`src/rtl/gui_frame_sequencer.sv`:
```
// Frame-locked image sequencer: shows each image ROM for a fixed number of OLED
// frames, separated by background-only frames, with start/stop/skip/loop control.
module gui_frame_sequencer #(
  parameter int          NUM_IMG      = 4,
  parameter int          HOLD_FRAMES  = 30,
  parameter int          BLANK_FRAMES = 4,
  parameter logic [15:0] BG_COLOUR    = 16'h0000
) (
  input  logic                   clk,
  input  logic                   rst_n,
  input  logic                   frame_begin,
  input  logic                   start,
  input  logic                   stop,
  input  logic                   skip,
  input  logic                   loop_en,
  input  logic [16*NUM_IMG-1:0]  rom_colour,
  output logic [2:0]             img_sel,
  output logic [15:0]            oled_colour,
  output logic                   busy,
  output logic                   done
);

  localparam logic [7:0] HOLD_LAST  = 8'(HOLD_FRAMES - 1);
  localparam logic [7:0] BLANK_LAST = (BLANK_FRAMES == 0) ? 8'd0 : 8'(BLANK_FRAMES - 1);
  localparam logic [2:0] LAST_IMG   = 3'(NUM_IMG - 1);

  typedef enum logic [1:0] {IDLE, SHOW, BLANK} state_t;

  state_t      state_reg, state_next;
  logic [7:0]  cnt_reg, cnt_next;
  logic [2:0]  img_sel_reg, img_sel_next;
  logic        start_pend_reg, start_pend_next;
  logic        skip_reg, skip_next;
  logic        done_reg, done_next;
  logic [15:0] oled_colour_reg, oled_colour_next;

  state_t      adv_state;
  logic [2:0]  adv_img;
  logic        adv_done;
  logic [15:0] rom_slice [8];

  // Unpack to a full 8-entry table so any img_sel value indexes safely.
  generate
    for (genvar gi = 0; gi < 8; gi++) begin : g_slice
      if (gi < NUM_IMG) begin : g_rom
        assign rom_slice[gi] = rom_colour[16*gi +: 16];
      end else begin : g_bg
        assign rom_slice[gi] = BG_COLOUR;
      end
    end
  endgenerate

  always_ff @(posedge clk or negedge rst_n) begin
    if (!rst_n) begin
      state_reg       <= IDLE;
      cnt_reg         <= 8'd0;
      img_sel_reg     <= 3'd0;
      start_pend_reg  <= 1'b0;
      skip_reg        <= 1'b0;
      done_reg        <= 1'b0;
      oled_colour_reg <= BG_COLOUR;
    end else begin
      state_reg       <= state_next;
      cnt_reg         <= cnt_next;
      img_sel_reg     <= img_sel_next;
      start_pend_reg  <= start_pend_next;
      skip_reg        <= skip_next;
      done_reg        <= done_next;
      oled_colour_reg <= oled_colour_next;
    end
  end

  // Where the sequence goes once an image (and its blanking) has finished.
  always_comb begin
    adv_state = SHOW;
    adv_img   = img_sel_reg + 3'd1;
    adv_done  = 1'b0;
    if (img_sel_reg >= LAST_IMG) begin
      adv_img = 3'd0;
      if (!loop_en) begin
        adv_state = IDLE;
        adv_done  = 1'b1;
      end
    end
  end

  always_comb begin
    state_next      = state_reg;
    cnt_next        = cnt_reg;
    img_sel_next    = img_sel_reg;
    start_pend_next = start_pend_reg;
    skip_next       = skip_reg;
    done_next       = 1'b0;

    if (stop) begin
      state_next      = IDLE;
      cnt_next        = 8'd0;
      img_sel_next    = 3'd0;
      start_pend_next = 1'b0;
      skip_next       = 1'b0;
    end else begin
      case (state_reg)
        IDLE: begin
          if (start) start_pend_next = 1'b1;
          if (frame_begin && (start_pend_reg || start)) begin
            state_next      = SHOW;
            img_sel_next    = 3'd0;
            cnt_next        = 8'd0;
            start_pend_next = 1'b0;
          end
        end
        SHOW: begin
          if (skip) skip_next = 1'b1;
          if (frame_begin) begin
            if (skip_reg || skip || cnt_reg == HOLD_LAST) begin
              cnt_next  = 8'd0;
              skip_next = 1'b0;
              if (BLANK_FRAMES == 0) begin
                state_next   = adv_state;
                img_sel_next = adv_img;
                done_next    = adv_done;
              end else begin
                state_next = BLANK;
              end
            end else begin
              cnt_next = cnt_reg + 8'd1;
            end
          end
        end
        BLANK: begin
          if (frame_begin) begin
            if (cnt_reg == BLANK_LAST) begin
              cnt_next     = 8'd0;
              state_next   = adv_state;
              img_sel_next = adv_img;
              done_next    = adv_done;
            end else begin
              cnt_next = cnt_reg + 8'd1;
            end
          end
        end
        default: state_next = IDLE;
      endcase
    end
  end

  always_comb begin
    oled_colour_next = BG_COLOUR;
    if (state_reg == SHOW && rom_slice[img_sel_reg] != BG_COLOUR)
      oled_colour_next = rom_slice[img_sel_reg];
  end

  assign img_sel     = img_sel_reg;
  assign oled_colour = oled_colour_reg;
  assign busy        = (state_reg != IDLE);
  assign done        = done_reg;

endmodule

```
`config.mk`:
```
export PLATFORM = sky130hd
export DESIGN_NAME = gui_frame_sequencer
export DESIGN_NICKNAME = d
export VERILOG_FILES = /design/src/rtl/gui_frame_sequencer.sv
export SDC_FILE = /design/constraint.sdc
export NUM_CORES = 1
export LEC_CHECK = 0
export ABC_AREA = 0
export CORE_AREA = 2 2 73 75
export DETAILED_ROUTE_END_ITERATION = 16
export DIE_AREA = 0 0 75 77
export GPL_TIMING_DRIVEN = 0
export PLACE_DENSITY = 0.79
export RECOVER_POWER = 50
export REMOVE_ABC_BUFFERS = 1
export SLEW_MARGIN = 20
export SYNTH_ARGS = -nofsm -noshare
export SYNTH_HDL_FRONTEND = slang
export SYNTH_SLANG_ARGS = --single-unit
```
`constraint.sdc`:
```
create_clock -name clk -period 2.6 [get_ports clk]
set_input_delay 0.26 -clock clk [delete_from_list [all_inputs] [get_ports clk]]
set_output_delay 0.26 -clock clk [all_outputs]
set_load 0.02 [all_outputs]
```
### Word-level counts from Yosys, hierarchy flattened

Cells that the tools add are included.

* bits of input ports: 71
* bits in registers: 32

* equal/unequal tests: 9
* order comparisons: 2
* add/sub/neg operators: 2
* muxes and demuxes: 41
* bitwise gates (word level): 1
* reductions and logical operators: 17

Operators with widths (number)
* $bmux 16 s3: 1
* $mux 16: 3
* $mux 8: 6
* $pmux 8 s3: 1
* $mux 1: 17
* $reduce_bool 16->1: 1
* $mux 3: 5
* $ne 3x3->1 const B: 5
* $mux 2: 6
* $add 8x1->8 const B: 1
* $eq 8x2->1 const B: 1
* $eq 8x5->1 const B: 1
* $reduce_and 4->1: 2
* $pmux 2 s3: 1
* $pmux 3 s2: 1
* $reduce_bool 2->1: 3
* $reduce_bool 3->1: 2
* $reduce_and 5->1: 1
* $ge 4x4->1 const B: 1
* $not 3->4: 1
* $reduce_bool 4->1: 1
* $add 3x1->3 const B: 1
* $ge 3x2->1 const B: 1
* $logic_or 1x1->1: 3
* other kinds (5): 6

### Longest topological paths before layout

Gate-level depths: netlist (run 1).

* depth after elaboration: 7
* mapped depth: 7
* gate-level depth less buffers: 6

### Least setup slack after synthesis (run 1)

Ideal clock, no wire load.

* kind: flip-flop to flip-flop
* start point: register state_reg[0]
* end point: register cnt_reg[2]
* stages on the path, launching flop included: 7
* setup time: 0.126 ns
* path slack: 0.702 ns
* data arrival time: 1.772 ns
* path through: dfrtp_1 inv_1 ha_1 or3b_1 a31oi_1 a211oi_4 a221o_1

* word-level cells in the longest chain between the ends: 3

Ends and longest elaborated chain
* start: declaration: line 29 `state_t state_reg, state_next;`
* start signal: assignment: line 63 `state_reg <= state_next;`
* $eq 2x2->1 (tied with other cells): line 102 `case (state_reg)`
* $ne 3x3->1 (no source line) (tied with other cells)
* $reduce_and 4->1 (no source line) or $mux 8 (tied branches)
* end signal: assignment: line 64 `cnt_reg <= cnt_next;`
* end: declaration: line 30 `logic [7:0] cnt_reg, cnt_next;`

Several ways; a longest one is shown, not always the timed one.
A chain may end at the register's enable or synchronous reset.

### Worst setup path in the final report (run 1)

* start point: register state_reg[1]
* end point: register cnt_reg[0]

The elaborated chain is that of the path after synthesis.

==> impl_metrics.csv, run 1 <==
group,metric,value,unit
clock_tree,cts.clk_slew.worst_paths,60,ps
worst_setup_path,crit_type,"reg2reg",
yosys,seq_area_frac_synth,40.3,%
die,core_area,0.00498,mm²
worst_setup_path,cp_max_fo,20,
sta,relSlewSlack,-13.7,%
die,die_area,0.00578,mm²
final_layout,layoutNonFillerInstCount,321,
die,die_w,75,µm
yosys,synth-edff-count,0,
yosys,synthCells,163,
sta,fmax,433,MHz
route,routed_wl,5.44,mm
sta,hold_violations,0,
sta,maxSlewViolCount,33,
sta,finalSetupViolCount,0,
route,vias_per_cell,5.29,
final_layout,n_antenna_cell,0,
route,dr.pass1.iters,4,
sta,rsz0062_at_grt,"no",
clock_tree,numCtsBuffers,5,
grt,grt_first_pass_wirelength,8.51,mm
min_path,holdCritPathClass,"in2async",
final_layout,largest_reg_flops,16,
yosys,synth_ff_type,"dfrtp_1",
route,routedWlPerCell,17.0,µm
grt,grt_pass1_vias,1731,
final_layout,layout-drive-gt1-share,12.4,%
yosys,synth_area,0.00199,mm²
final_layout,areaGrowthSynthToFinish,51.4,%
yosys,synth_cell_types,41,
yosys,synth_xor_area_share,0,%
die,rows,26,
yosys,synth_adder_area_share,5.67,%
run_status,violations,"max-capacitance violations, max-slew violations",
final_layout,fillers,413,
place,gp_congestion,0.768,
place,dp.cells,314,
yosys,synth_top_family_by_area,"multiplexers",
worst_setup_path,startpoint_type,"flop",
worst_setup_path,end_kind,"flop",
sta,finalCriticalPeriod,2310,ps
yosys,synthArstFlopShare,100,%
place,hpwl,4.19,mm
sta,fin_crit_sh,88.8,%
sta,skew,1.55,ps
clock_tree,clockBufferDepth,2,
grt,grt_max_degree,33,
pwr,powerDensity,546,mW/mm²
grt,antenna_found_initial,0,
clock_tree,holdBufCountCts,0,
final_layout,fin_nets,331,
pwr,finalPower,1.64,mW
route,drc,0,
route,initialDrtViolationCount,73,
die,pin_count,92,
clock_tree,root_buffer,"clkbuf_8",
yosys,synthSimpleGateAreaFrac,13.4,%
yosys,ys_warn_count,0,
grt,grt_use_total,19.8,%
pwr,ir_drop,0.476,mV
run_status,status,"finished with violations",
yosys,syn_area_per_cell,12.2,µm²
die,die_h,77,µm
route,vias,1699,
die,start_util,39.9,%
clock_tree,clkLatencyLatePin,280,ps
flow_run,drv_cap,1,
yosys,synth-compound-area-share,16.1,%
clock_tree,cts_setup_buffers,0,
clock_tree,cts_max_level,2,
sta,fin_setup_tns,0,ps
clock_tree,cts_tree,"yes",
yosys,muxShareOfSynthArea,20.4,%
sta,fin_hold_ws,421,ps
pwr,power_leakage,1.25,nW
place,portBuffers,91,
clock_tree,clkSinkCount,32,
route,antenna_left,0,
clock_tree,cts_repair_resize_count,0,
worst_setup_path,critPathRequiredTime,2820,ps
grt,grt_overflow,0,
yosys,ys_seq_elements,32,
sta,worst_slew_pin_slew,1700,ps
worst_setup_path,arrival,2530,ps
## power by group
| group | switching (mW) | internal [mW] | total [mW] |
|---|---|---|---|
| sequential | 0.0459 | 0.562 | 0.608 |
| clock | 0.175 | 0.182 | 0.357 |
| combinational | 0.326 | 0.350 | 0.676 |
| total | 0.547 | 1.09 | 1.64 |
## synthesized netlist by cell type (2+ instances only)
master    instances  area share, %
a21oi_1           6            1.5
o21bai_1          2           0.76
ha_1              9            5.7
nor3_1            3           0.76
nand3_1           3           0.76
nor2b_1           2           0.63
nand2_1           8            1.5
mux4_2           16             18
a221o_1           5            2.5
buf_2             3           0.76
and3_1           17            5.4
dfrtp_1          32             40
clkbuf_1          5           0.95
o21ai_0           3           0.76
inv_1             8            1.5
a32o_1            2            1.0
mux2_2            4            2.3
nor2_1            4           0.76
a211oi_1          8            3.0
a22o_1            2           0.88
## metrics by stage
step                instance area [µm²]  utilization [%]  setup slack [ps]
finish                             3010             60.4               292
global route                       3010             60.4              87.9
CTS                                3010             60.4               159
detailed placement                 2930             58.8               225
global placement                   2930             58.9               300
floorplan                          1940                -               471
## worst max-delay path, cell delays in order, from the launching register on
cell and delay [ps]:
dfrtp_1 410, inv_1 120, ha_1 530, nor3b_2 330, o41ai_4 190, a211oi_4 430
mux2_2 220
## area by class of cell
type | count | area, µm² | share of cell area, %
Tap cell | 70 | 87.6 | 2.91
Multi-Input combinational cell | 113 | 1100 | 36.7
Inverter | 8 | 30.0 | 0.999
Clock buffer | 6 | 72.6 | 2.41
Sequential cell | 32 | 802 | 26.7
Timing Repair Buffer | 91 | 905 | 30.1
Clock inverter | 1 | 5.00 | 0.166
## routing by layer
metal	vias to the layer above	share of wire [%]	track usage (%)
li1	813	-	-
met1	828	41	24.1
met2	46	52	31.8
met3	12	3.1	5.91
met4	0	3.3	8.93
met5	-	0	0
## placed cells by master (no fill, tap or decap), types with 3 or more instances in the layout
| cell type | n |
|---|---|
| clkdlybuf4s50_1 | 81 |
| dfrtp_1 | 31 |
| and3_1 | 17 |
| mux4_2 | 16 |
| ha_1 | 9 |
| dlygate4sd3_1 | 9 |
| inv_1 | 8 |
| a211oi_1 | 8 |
| nand2_1 | 8 |
| a21oi_1 | 6 |
| a221o_1 | 5 |
| clkbuf_8 | 5 |
| mux2_2 | 4 |
| nor2_1 | 4 |
| nor3_1 | 3 |
| nand3_1 | 3 |
| o21ai_0 | 3 |
## cells by family after synthesis
kind of cell,count (synthesis)
flip-flops,32
AO/OA/AOI/OAI,38
buffers and inverters,18
adder cells (fa/ha/maj),9
AND/OR/NAND/NOR,46
multiplexers,20
## path summary, 6_finish.rpt
path,from,endpoint,slack (ps),depth (start not counted)
setup / recovery,state_reg[1],cnt_reg[0],290,6
hold / removal,rst_n,img_sel[0],420,1
setup reg to reg,state_reg[1],cnt_reg[0],290,6
hold reg to reg,cnt_reg[1],cnt_reg[1],570,1
max in group asynchronous,rst_n,img_sel[0],1080,1
min in group clk,loop_en,done,560,2
Note: power is estimated with default switching activity, not from simulation.
==> inputs of run 2 (changes only) <==
--- a/config.mk
+++ b/config.mk
@@ -6,11 +6,11 @@
 export NUM_CORES = 1
 export LEC_CHECK = 0
 export ABC_AREA = 0
-export CORE_AREA = 2 2 73 75
+export CORE_AREA = 2 2 77 79
 export DETAILED_ROUTE_END_ITERATION = 16
-export DIE_AREA = 0 0 75 77
+export DIE_AREA = 0 0 79 81
 export GPL_TIMING_DRIVEN = 0
-export PLACE_DENSITY = 0.79
+export PLACE_DENSITY = 0.75
 export RECOVER_POWER = 50
 export REMOVE_ABC_BUFFERS = 1
 export SLEW_MARGIN = 20
==> constraint.sdc (replaced) <==
create_clock -name clk -period 2 [get_ports clk]
set_input_delay 0.2 -clock clk [delete_from_list [all_inputs] [get_ports clk]]
set_output_delay 0.2 -clock clk [all_outputs]
set_load 0.02 [all_outputs]
==> run 2 against run 1 <==
Net effect: the flow now finishes without violations; register-to-register slack worse by 250 ps; fmax up 18%; clock-buffer cell count fell by 1; final area is 8.3% higher; largest power group unchanged; worst hold slack improved by 120 ps; routed wire length is 8.9% higher; clock skew is 2.5 ps higher; combinational power grew 64%; first-iteration DRC count rose by 64%; sequential share of layout area down 1.9 points; sequential cell count did not move; critical path type unchanged; cell count increased by 6.2%.
==> impl_metrics.csv, run 2 (synthesis results as in run 1) <==
group,metric,value,unit
worst_setup_path,arrival,2120,ps
final_layout,layoutNonFillerInstCount,341,
route,vias_per_cell,5.35,
route,routed_wl,5.93,mm
min_path,holdCritPathClass,"in2async",
pwr,swShare,32.1,%
clock_tree,root_buffer,"clkbuf_8",
grt,grt_max_degree,33,
sta,finalSetupViolCount,0,
sta,fin_crit_sh,97.8,%
clock_tree,clkSinkCount,32,
clock_tree,clkLatencyLatePin,280,ps
sta,rsz0062_at_grt,"yes",
sta,fmax,511,MHz
sta,worst_slew_pin_slew,795,ps
place,pre_cts_ws,-404,ps
worst_setup_path,cp_max_fo,7,
clock_tree,cts_max_level,2,
die,die_area,0.00640,mm²
final_layout,n_antenna_cell,0,
place,gp_congestion,0.805,
sta,setup_slack,43.9,ps
die,die_w,79,µm
final_layout,final_common_cell,"clkdlybuf4s50_1",
pwr,powerDensity,775,mW/mm²
grt,gr-usage-met2,34.7,%
die,core_area,0.00568,mm²
final_layout,final_cell_mix,"90 x clkdlybuf4s50_1, 29 x dfrtp_1, 17 x and3_1, 16 x mux4_2",
pwr,finalPower,2.52,mW
route,initialDrtViolationCount,120,
pwr,p_comb_share,44.2,%
pwr,power_leakage,1.32,nW
run_status,status,"finished, final reports clean",
sta,hold_violations,0,
grt,grt_pass1_vias,1860,
sta,finalCriticalPeriod,1960,ps
grt,grt_overflow,0,
grt,grt_use_total,19.0,%
route,routedWlPerCell,17.4,µm
die,rows,28,
worst_setup_path,critPathRequiredTime,2160,ps
place,portBuffers,91,
final_layout,largest_reg_flops,16,
final_layout,fin_nets,345,
pwr,p_seq_share,31.5,%
route,dr.pass1.iters,4,
sta,fin_setup_tns,0,ps
die,die_h,81,µm
sta,maxSlewViolCount,0,
final_layout,areaGrowthSynthToFinish,64.0,%
die,start_util,35.0,%
clock_tree,clockBufferDepth,2,
pwr,ir_drop,0.384,mV
grt,grt_use_met1,23.1,%
grt,grt.busiest_layer,"met2",
worst_setup_path,startpoint_type,"flop",
die,pin_count,92,
clock_tree,cts.clk_slew.worst_paths,70,ps
sta,relSlewSlack,47.0,%
grt,grt_first_pass_wirelength,9.37,mm
worst_setup_path,end_kind,"flop",
place,hpwl,4.21,mm
route,drc,0,
route,antenna_left,0,
flow_run,drv_cap,0,
final_layout,layout-drive-gt1-share,23.3,%
clock_tree,cts_tree,"yes",
pwr,internal_power,1.71,mW
sta,skew,4.02,ps
route,vias,1825,
pwr,clkPwrFrac,24.3,%
place,dp.cells,319,
worst_setup_path,crit_type,"reg2reg",
grt,antenna_found_initial,0,
pwr,p_sw,0.810,mW
grt,grt_use_met3,1.89,%
clock_tree,numCtsBuffers,5,
final_layout,final_util,57.4,%
[run 2: timing repair]
action	in CTS	in global routing
endpoints found under the hold margin	22	0
gates resized for setup	17	10
setup buffers	4	9
hold buffers	1	0
pin swaps	2	4
setup endpoints to repair	32	12
[run 2: cell type report]
type                    count  area, µm²
multi-input cells         113       1190
repair buffers            105       1030
flip-flops and latches     32        807
clock inverters             3       42.5
clock buffers               5       68.8
inverters                   8       30.0
well taps                  75       93.8
fillers                   473       2420
[run 2: critical path: stages (launching register included)]
cell and delay [ps]:
dfrtp_1 420, inv_2 130, ha_4 180, or3b_4 410, a31oi_4 220, a211oi_4 60
buf_6 140, a221o_1 280
[run 2: path summary, 6_finish.rpt]
check                             startpoint      endpoint  slack [ps]  depth (start not counted)
worst min register to register  state_reg[1]  state_reg[1]         580                          1
worst min-delay path                   rst_n    cnt_reg[4]         540                          2
worst max-delay path            state_reg[1]    cnt_reg[2]          40                          7
min in group clk                     loop_en          done         560                          2
max in group asynchronous              rst_n    img_sel[0]         880                          2
worst max register to register  state_reg[1]    cnt_reg[2]          40                          7
[run 2: routing by layer]
| metal | part of all wire (%) | wire length [µm] |
|---|---|---|
| met4 | 2.5 | 150 |
| met1 | 40 | 2370 |
| met5 | 0 | 0 |
| met2 | 54 | 3210 |
| met3 | 3.3 | 198 |
[run 2: per-stage QoR]
step | area, µm² | hold WS (ps)
4_1_cts | 3160 | 529
2_1_floorplan | 1940 | -95.6
5_1_grt | 3260 | 568
3_5_place_dp | 2940 | 293
6_report | 3260 | 536
3_3_place_gp | 2940 | 549
[run 2: power groups by stage]
stage	combinational (mW)	sequential, mW	clock [mW]
2_1_floorplan	0.411	0.878	0
3_3_place_gp	0.877	0.805	0
3_5_place_dp	0.892	0.807	0
4_1_cts	1.00	0.804	0.625
5_1_grt	1.18	0.806	0.666
6_report	1.11	0.796	0.612
==> inputs of run 3 (changes only) <==
--- a/config.mk
+++ b/config.mk
@@ -6,14 +6,13 @@
 export NUM_CORES = 1
 export LEC_CHECK = 0
 export ABC_AREA = 0
-export CORE_AREA = 2 2 77 79
+export CORE_AREA = 2 2 91 67
 export DETAILED_ROUTE_END_ITERATION = 16
-export DIE_AREA = 0 0 79 81
+export DIE_AREA = 0 0 93 69
 export GPL_TIMING_DRIVEN = 0
 export PLACE_DENSITY = 0.75
 export RECOVER_POWER = 50
 export REMOVE_ABC_BUFFERS = 1
-export SLEW_MARGIN = 20
 export SYNTH_ARGS = -nofsm -noshare
 export SYNTH_HDL_FRONTEND = slang
 export SYNTH_SLANG_ARGS = --single-unit
==> run 3 against run 2 <==
Net effect: setup slack improved by 50 ps; register-to-register slack improved by 50 ps; cell count fell by 1.8%; fmax rose by 2.6%; global-route usage fell by 0.75 points; via count fell by 4.3%; worst hold slack got worse by 55 ps; critical path type unchanged; largest cell class unchanged.
==> impl_metrics.csv, run 3 (synthesis results as in run 1) <==
group,metric,value,unit
grt,grt_max_degree,33,
die,die_area,0.00642,mm²
place,portBuffers,91,
pwr,powerDensity,749,mW/mm²
sta,finalCriticalPeriod,1910,ps
die,die_h,69,µm
die,pin_count,92,
worst_setup_path,crit_type,"reg2reg",
route,antenna_left,0,
flow_run,drv_cap,0,
pwr,finalPower,2.39,mW
die,core_area,0.00553,mm²
sta,skew,3.17,ps
sta,fin_crit_sh,95.3,%
clock_tree,root_buffer,"clkbuf_8",
route,dr.pass1.iters,4,
sta,worst_slew_pin_slew,792,ps
final_layout,final_cell_mix,"82 x clkdlybuf4s50_1, 28 x dfrtp_1, 17 x and3_1, 16 x mux4_2, 9 x dlygate4sd3_1",
sta,fmax,525,MHz
clock_tree,cts_tree,"yes",
clock_tree,cts.clk_slew.worst_paths,70,ps
sta,maxSlewViolCount,0,
route,drc,0,
clock_tree,clockBufferDepth,2,
worst_setup_path,end_kind,"flop",
final_layout,final_common_cell,"clkdlybuf4s50_1",
place,gp_congestion,0.830,
clock_tree,clkSinkCount,32,
worst_setup_path,ff2ff_setup_slack,90,ps
worst_setup_path,cp_max_fo,6,
grt,grt_overflow,0,
worst_setup_path,r2r-start,"state_reg[0]",
route,vias,1746,
sta,relSlewSlack,47.2,%
route,vias_per_cell,5.21,
final_layout,final_util,57.8,%
die,rows,23,
worst_setup_path,ff2ff_path_depth,6,
worst_setup_path,crit_chain,"inv_2 -> ha_4 -> or3b_4 -> and2_1 -> and4b_1 -> a32o_1",
run_status,status,"finished, final reports clean",
worst_setup_path,arrival,2090,ps
worst_setup_path,rr_endpoint,"state_reg[1]",
final_layout,n_antenna_cell,0,
clock_tree,numCtsBuffers,5,
route,initialDrtViolationCount,79,
worst_setup_path,crit_start,"state_reg[0]",
route,routedWlPerCell,16.1,µm
final_layout,layout-drive-gt1-share,20.8,%
sta,finalSetupViolCount,0,
final_layout,areaGrowthSynthToFinish,60.7,%
grt,grt_first_pass_wirelength,9.10,mm
worst_setup_path,critPathRequiredTime,2180,ps
min_path,holdCritPathClass,"in2reg",
final_layout,fin_nets,339,
pwr,ir_drop,0.480,mV
die,die_w,93,µm
grt,grt_pass1_vias,1841,
clock_tree,cts_max_level,2,
route,routed_wl,5.41,mm
sta,hold_violations,0,
clock_tree,clkLatencyLatePin,300,ps
die,start_util,35.9,%
worst_setup_path,cp_slowest_cell,"dfrtp_2",
place,hpwl,3.98,mm
pwr,power_leakage,1.30,nW
worst_setup_path,startpoint_type,"flop",
place,dp.cells,319,
worst_setup_path,slowest_delay,460,ps
grt,grt_use_total,18.3,%
final_layout,largest_reg_flops,16,
grt,antenna_found_initial,0,
worst_setup_path,crit_end,"state_reg[1]",
final_layout,layoutNonFillerInstCount,335,
==> run 3: repair_timing <==
action | 4_1_cts | 5_1_grt
hold buffers | 1 | 0
endpoints found under the hold margin | 32 | 0
gates cloned | 0 | 0
pin swaps | 1 | 5
setup endpoints to repair | 33 | 13
resized for setup | 14 | 11
setup buffers | 1 | 7
==> run 3: area by class of cell <==
cell class / count / area [µm²]
multi-input cells: 113 / 1200
fillers: 449 / 2330
flip-flops and latches: 32 / 808
clock buffers: 6 / 82.6
clock inverters: 2 / 10.0
inverters: 8 / 32.5
well taps: 75 / 93.8
repair buffers: 99 / 968
==> run 3: critical path, delay by kind of cell (launching register included) <==
kind,cells,cell delay (ps)
adder cells (fa/ha/maj),1,160
AND/OR/NAND/NOR,3,830
AO/OA/AOI/OAI,1,250
buffers and inverters,1,90
flip-flops,1,460
==> run 3: power breakdown <==
part	leakage [nW]	internal [mW]	total, mW	switching [mW]
sequential	0.433	0.734	0.800	0.0657
clock	0.0510	0.274	0.529	0.254
combinational	0.819	0.577	1.06	0.484
total	1.30	1.59	2.39	0.804
==> run 3: worst min-delay path by stage <==
| stage | start | to | slack, ps | depth (start not counted) |
|---|---|---|---|---|
| 6_report | loop_en | done | 480 | 2 |
| 5_1_grt | loop_en | done | 480 | 2 |
| 3_5_place_dp | rst_n | oled_colour[5] | 290 | 1 |
| 2_1_floorplan | rst_n | cnt_reg[0] | -100 | 0 |
| 3_3_place_gp | cnt_reg[1] | cnt_reg[1] | 550 | 1 |
| 4_1_cts | loop_en | done | 470 | 2 |
==> run 3: per-layer routing <==
metal	track usage, %	share of wire (%)	vias up
li1	-	-	833
met1	23.9	44	866
met3	4.15	4.0	13
met4	7.35	2.5	0
met5	0	0	-
met2	29.4	50	34
==> run 3: metrics by stage <==
stage | area (µm²) | hold slack (ps) | worst slack (ps) | TNS [ps]
after floorplan | 1940 | -95.6 | -129 | -287
after global placement | 2940 | 546 | -319 | -3460
after detailed placement | 2940 | 294 | -383 | -5000
after CTS | 3100 | 467 | 16.3 | 0
after global routing | 3190 | 480 | -10.9 | -16.1
final | 3190 | 481 | 94.2 | 0
